[src/rtl/riscv_pkg.sv]
// riscv_pkg: fetch FSM states, NOP encoding and base opcodes shared by fetch and control.
package riscv_pkg;

    typedef enum logic [2:0] {
        IDLE,
        REQ,
        WAIT,
        HOLD,
        ERROR
    } fetch_state_t;

    localparam logic [31:0] NOP_INSTR = 32'h0000_0013;

    localparam logic [6:0] OP_LUI    = 7'b0110111;
    localparam logic [6:0] OP_AUIPC  = 7'b0010111;
    localparam logic [6:0] OP_JAL    = 7'b1101111;
    localparam logic [6:0] OP_JALR   = 7'b1100111;
    localparam logic [6:0] OP_BRANCH = 7'b1100011;
    localparam logic [6:0] OP_LOAD   = 7'b0000011;
    localparam logic [6:0] OP_STORE  = 7'b0100011;
    localparam logic [6:0] OP_IMM    = 7'b0010011;
    localparam logic [6:0] OP_REG    = 7'b0110011;

endpackage

[src/rtl/fetch_pc_reg.sv]
// fetch_pc_reg: program counter with +4 incrementer and redirect mux (redirect wins over increment).
module fetch_pc_reg #(
    parameter logic [31:0] RESET_PC = 32'h0000_0000
) (
    input  logic        clk,
    input  logic        rst_n,
    input  logic        load,
    input  logic        inc,
    input  logic [31:0] target,
    output logic [31:0] pc,
    output logic [31:0] pc4
);

    assign pc4 = pc + 32'd4;

    always_ff @(posedge clk or negedge rst_n)
        if (!rst_n) pc <= RESET_PC;
        else pc <= load ? target : inc ? pc4 : pc;

endmodule

[src/rtl/instr_fetch_unit.sv]
// instr_fetch_unit: single-outstanding instruction fetch FSM with a held output slot,
// branch redirect with stale-response dropping, and a sticky misaligned-target error.
module instr_fetch_unit
    import riscv_pkg::*;
#(
    parameter logic [31:0] RESET_PC = 32'h0000_0000
) (
    input  logic        clk,
    input  logic        rst_n,
    output logic        imem_req,
    output logic [31:0] imem_addr,
    input  logic        imem_rvalid,
    input  logic [31:0] imem_rdata,
    input  logic        br_taken,
    input  logic [31:0] br_target,
    input  logic        id_ready,
    output logic        id_valid,
    output logic [31:0] id_instr,
    output logic [31:0] id_pc,
    output logic [31:0] id_pc4,
    output logic [6:0]  opcode,
    output logic [2:0]  funct3,
    output logic [6:0]  funct7,
    output logic [4:0]  rd,
    output logic [4:0]  rs1,
    output logic [4:0]  rs2,
    output logic        misaligned
);

    fetch_state_t state, state_n;
    logic [31:0]  pc, pc4;
    logic         drop, drop_n;
    logic         br_ok, br_bad, accept, consume, pending;

    fetch_pc_reg #(.RESET_PC(RESET_PC)) u_pc (
        .clk    (clk),
        .rst_n  (rst_n),
        .load   (br_ok),
        .inc    (accept),
        .target (br_target),
        .pc     (pc),
        .pc4    (pc4)
    );

    assign br_ok   = br_taken && br_target[1:0] == 2'b00 && state != ERROR;
    assign br_bad  = br_taken && br_target[1:0] != 2'b00 && state != ERROR;
    assign accept  = state == WAIT && imem_rvalid && !drop && !br_taken;
    assign consume = id_valid && id_ready;

    assign imem_req  = state == REQ;
    assign imem_addr = pc;

    assign opcode = id_instr[6:0];
    assign funct3 = id_instr[14:12];
    assign funct7 = id_instr[31:25];
    assign rd     = id_instr[11:7];
    assign rs1    = id_instr[19:15];
    assign rs2    = id_instr[24:20];

    // A response is still owed on redirect if one is being issued now, our own WAIT
    // request has not returned this cycle, or an earlier dropped one is still in flight.
    assign pending = state == REQ || (drop && !imem_rvalid) ||
                     (state == WAIT && (drop || !imem_rvalid));
    assign drop_n  = br_ok ? pending : drop && !imem_rvalid;

    always_comb begin
        state_n = state;
        case (state)
            IDLE:    state_n = REQ;
            REQ:     state_n = WAIT;
            WAIT:    state_n = accept ? HOLD : WAIT;
            HOLD:    state_n = consume ? REQ : HOLD;
            default: state_n = ERROR;
        endcase
        if (br_ok) state_n = REQ;
        if (br_bad) state_n = ERROR;
    end

    always_ff @(posedge clk or negedge rst_n)
        if (!rst_n) begin
            state      <= IDLE;
            drop       <= 1'b0;
            misaligned <= 1'b0;
            id_valid   <= 1'b0;
            id_instr   <= NOP_INSTR;
            id_pc      <= 32'h0;
            id_pc4     <= 32'h0;
        end else begin
            state      <= state_n;
            drop       <= drop_n;
            misaligned <= misaligned || br_bad;
            if (br_ok || br_bad) id_valid <= 1'b0;
            else if (accept) begin
                id_valid <= 1'b1;
                id_instr <= imem_rdata;
                id_pc    <= pc;
                id_pc4   <= pc4;
            end else if (consume) id_valid <= 1'b0;
        end

endmodule

[config.mk]
export PLATFORM = sky130hd
export DESIGN_NAME = instr_fetch_unit
export DESIGN_NICKNAME = d
export VERILOG_FILES = /design/src/rtl/riscv_pkg.sv /design/src/rtl/fetch_pc_reg.sv /design/src/rtl/instr_fetch_unit.sv
export SDC_FILE = /design/constraint.sdc
export NUM_CORES = 1
export LEC_CHECK = 0
export BUFFER_PORTS_ARGS = -buffer_cell sky130_fd_sc_hd__buf_2
export CAP_MARGIN = 30
export CORE_ASPECT_RATIO = 1.1
export CORE_MARGIN = 3
export CORE_UTILIZATION = 49
export CTS_BUF_LIST = sky130_fd_sc_hd__clkbuf_16
export DETAILED_ROUTE_END_ITERATION = 10
export GPL_ROUTABILITY_DRIVEN = 0
export PLACE_DENSITY = 0.8
export SETUP_SLACK_MARGIN = 0.02
export SLEW_MARGIN = 25
export SYNTH_ARGS = -nofsm -noshare
export SYNTH_HDL_FRONTEND = slang
export SYNTH_SLANG_ARGS = --single-unit
[constraint.sdc]
create_clock -name clk -period 2.2 [get_ports clk]
set_clock_uncertainty 0.2 [all_clocks]
set_input_delay 0.11 -clock clk [delete_from_list [all_inputs] [get_ports clk]]
set_output_delay 0.11 -clock clk [all_outputs]
set_load 0.05 [all_outputs]
==> out/metrics.csv <==
stage,metric,value,unit
outcome,status,"finished, final reports clean",
timing,hold_violations,0,
critical_path,crit_type,flop to flop,
critical_path,start_kind,flop,
flow_run,maxCapViolations,0,
drt,routed_wl,17.8,mm
critical_path,cp_slowest_cell,dfrtp_2,
clock_network,clockRootBuffer,clkbuf_16,
clock_network,clkLatencyLatePin,0.42,ns
drt,dr_total_vias,5744,
clock_network,cts_buffers,17,
clock_network,clk_pin_slew,0.06,ns
global_routing,grt_max_degree,88,
final_layout,nets,999,
critical_path,crit_fanout,6,
yosys,synth.cell_area,0.00603,sq mm
critical_path,critPathLaunch,u_pc.pc[3],
timing,period_minus_slack,2.09,ns
yosys,synth-edff-count,0,
yosys,async_flop_share,1.00,
timing,maxSlewViolCount,0,
yosys,synthCells,658,
power,power_density,742,mW/mm^2
power,p_sw_frac,0.273,
final_layout,syn2layout_area_growth,41.0,%
timing,tightest_slew,0.497,ns
global_routing,track_usage,0.266,
yosys,synth_seq_cells,132,
die,core-area,0.0117,sq mm
timing,rsz0062_at_grt,true,
die,initial_utilization,0.513,
final_layout,stdcell_count,1092,
yosys,syn_area_per_cell,9.16,sq um
power,power.internal,0.00458,W
drt,drc,0,
clock_network,cts_buffer_depth,2,
global_routing,antenna_found_initial,0,
die,dieArea,0.0137,sq mm
critical_path,worst-r2r-cell-count,6,
drt,dr.pass1.iters,5,
die,ios,232,
final_layout,drive_above_1_share,0.324,
power,clock_power_share,0.446,
global_routing,grt_pass1_wl,29.0,mm
clock_network,cts_num_sinks,132,
critical_path,worstReg2RegEnd,id_pc4[30],
placement,post-dp-hpwl,11.3,mm
timing,slew-limit-headroom,0.668,
final_layout,final_cell_mix,"nand2_1 (232), buf_2 (230), dfrtp_1 (125)",
placement,dpl.cell_count,985,
clock_network,htree_levels,4,
critical_path,cp.arrival,2.18,ns
yosys,yosysWarnings,0,
critical_path,r2r_slack,0.11,ns
power,switching_power,0.00172,W
critical_path,r2r_start,u_pc.pc[3],
die,fp.dieH,122,um
die,rows,41,
power,peakVddDrop,0.000510,V
critical_path,max_stage_delay,0.41,ns
timing,period_share,0.948,
timing,setup_viol,0,
global_routing,overflow,0,
timing,fin_tns_setup,0,ns
power,comb_power_share,0.134,
yosys,synthDistinctLibCells,46,
die,dieWidth,112,um
placement,io_buffers,231,
power,fin_total_pwr,0.00631,W
yosys,synth_seq_area_share,0.549,
timing,fmax,479,MHz
yosys,synthFlopType,dfrtp_1,
global_routing,grt_pass1_vias,5712,
final_layout,final_common_cell,nand2_1,
power,cellLeakagePower,4.62,nW
critical_path,required,2.29,ns
drt,drtAntennaViolNets,0,
critical_path,cp_cell_sequence,ha_1 > and3_1 > nand4_2 > nor4_1 > xnor2_1 > o21ai_1,
drt,drt_iter0_markers,436,
critical_path,end_kind,flop,
drt,vias_per_cell,5.26,
clock_network,tritoncts,yes,
power,power_frac_seq,0.420,
drt,drt-wirelength-per-cell,16.3,um
worst_hold_path,hp-class,input port to asynchronous set/reset pin,
yosys,synth_fp_nets,728,
==> how the worst max path moves through the flow <==
stage,endpoint,slack [ns],depth (start not counted)
2_1_floorplan,id_pc4[26],0.003,7
3_3_place_gp,u_pc.pc[16],0.17,6
3_5_place_dp,u_pc.pc[16],0.09,6
4_1_cts,u_pc.pc[16],0.09,6
5_1_grt,u_pc.pc[26],-0.04,6
6_report,id_pc4[30],0.11,6
==> power groups by stage <==
stage                     Clock, W  Combinational, W  Sequential [W]
final                      0.00282          0.000842         0.00265
after global routing       0.00297          0.000899         0.00267
after CTS                  0.00286          0.000836         0.00264
after detailed placement         0          0.000732         0.00268
after global placement           0          0.000725         0.00268
after floorplan                  0          0.000179         0.00294
==> cell type report <==
cell class	count	area, sq um
inverter	7	26.3
timing repair buffer	328	2130
multi-input combinational	443	2250
sequential	132	3310
clock buffer	17	425
clock inverter	14	165
fill	814	3250
tap	150	188
antenna	1	2.50
==> sequential cells by signal, indices dropped and copies added (netlist names) <==
name,cells
drop,1
id_valid,1
misaligned,1
id_pc4,30
u_pc.pc,32
id_instr,32
id_pc,32
state,3
==> layer usage <==
layer | share of wire | global-route usage
met4 | 0.022 | 0.107
met3 | 0.080 | 0.0695
met1 | 0.40 | 0.331
met2 | 0.50 | 0.446
met5 | 0 | 0
==> kinds of logic after synthesis <==
family	after synthesis	share of synthesized area
AOI/OAI and AO/OA	104	0.104
xor gates and xnor gates	30	0.0436
buffers and inverters	83	0.0816
and+or+nand+nor	308	0.220
DFF	132	0.549
adders and majority gates	1	0.00208
==> repair_timing <==
action                                  in CTS  in global routing
endpoints found under the setup margin       0                 15
hold buffers                                70                  0
endpoints found under the hold margin      199                  0
gates resized for setup                      0                  3
setup buffers                                0                  5
==> synthesized netlist by cell type, drive strengths merged (2+ instances only) <==
library cell / number / area share
and2: 2 / 0.0021
inv: 7 / 0.0044
a22oi: 14 / 0.017
buf: 58 / 0.066
dfstp: 3 / 0.013
o311ai: 3 / 0.0044
xnor2: 19 / 0.028
nor3b: 2 / 0.0025
o21ai: 64 / 0.053
and4: 5 / 0.0073
nand4: 8 / 0.0093
nand2b: 2 / 0.0021
clkbuf: 18 / 0.011
dfrtp: 129 / 0.54
nand3: 14 / 0.012
xor2: 11 / 0.016
nor2: 15 / 0.0098
nand2: 232 / 0.14
a21o: 5 / 0.0062
nor3: 8 / 0.0066
nor4: 7 / 0.0083
a22o: 2 / 0.0029
a21oi: 6 / 0.0050
and3: 6 / 0.0062
a221o: 6 / 0.010
==> through the flow <==
stage / setup slack, ns / util / cell area (sq um) / hold slack (ns)
final: 0.114 / 0.724 / 8500 / 0.0125
after global routing: -0.0396 / 0.723 / 8500 / 0.0549
after CTS: 0.0910 / 0.719 / 8450 / 0.0215
after detailed placement: 0.0882 / 0.610 / 7160 / -0.103
after global placement: 0.170 / 0.610 / 7160 / -0.104
after floorplan: 0.00288 / - / 6040 / -0.386
==> critical path: cells and delay by family (launching register included) <==
kind	cells	cell delay, ns
xor+xnor	1	0.19
compound gates	1	0.09
simple gates	3	0.83
flops	1	0.41
fa+ha+maj	1	0.24
Note: power is estimated with default switching activity, not from simulation.
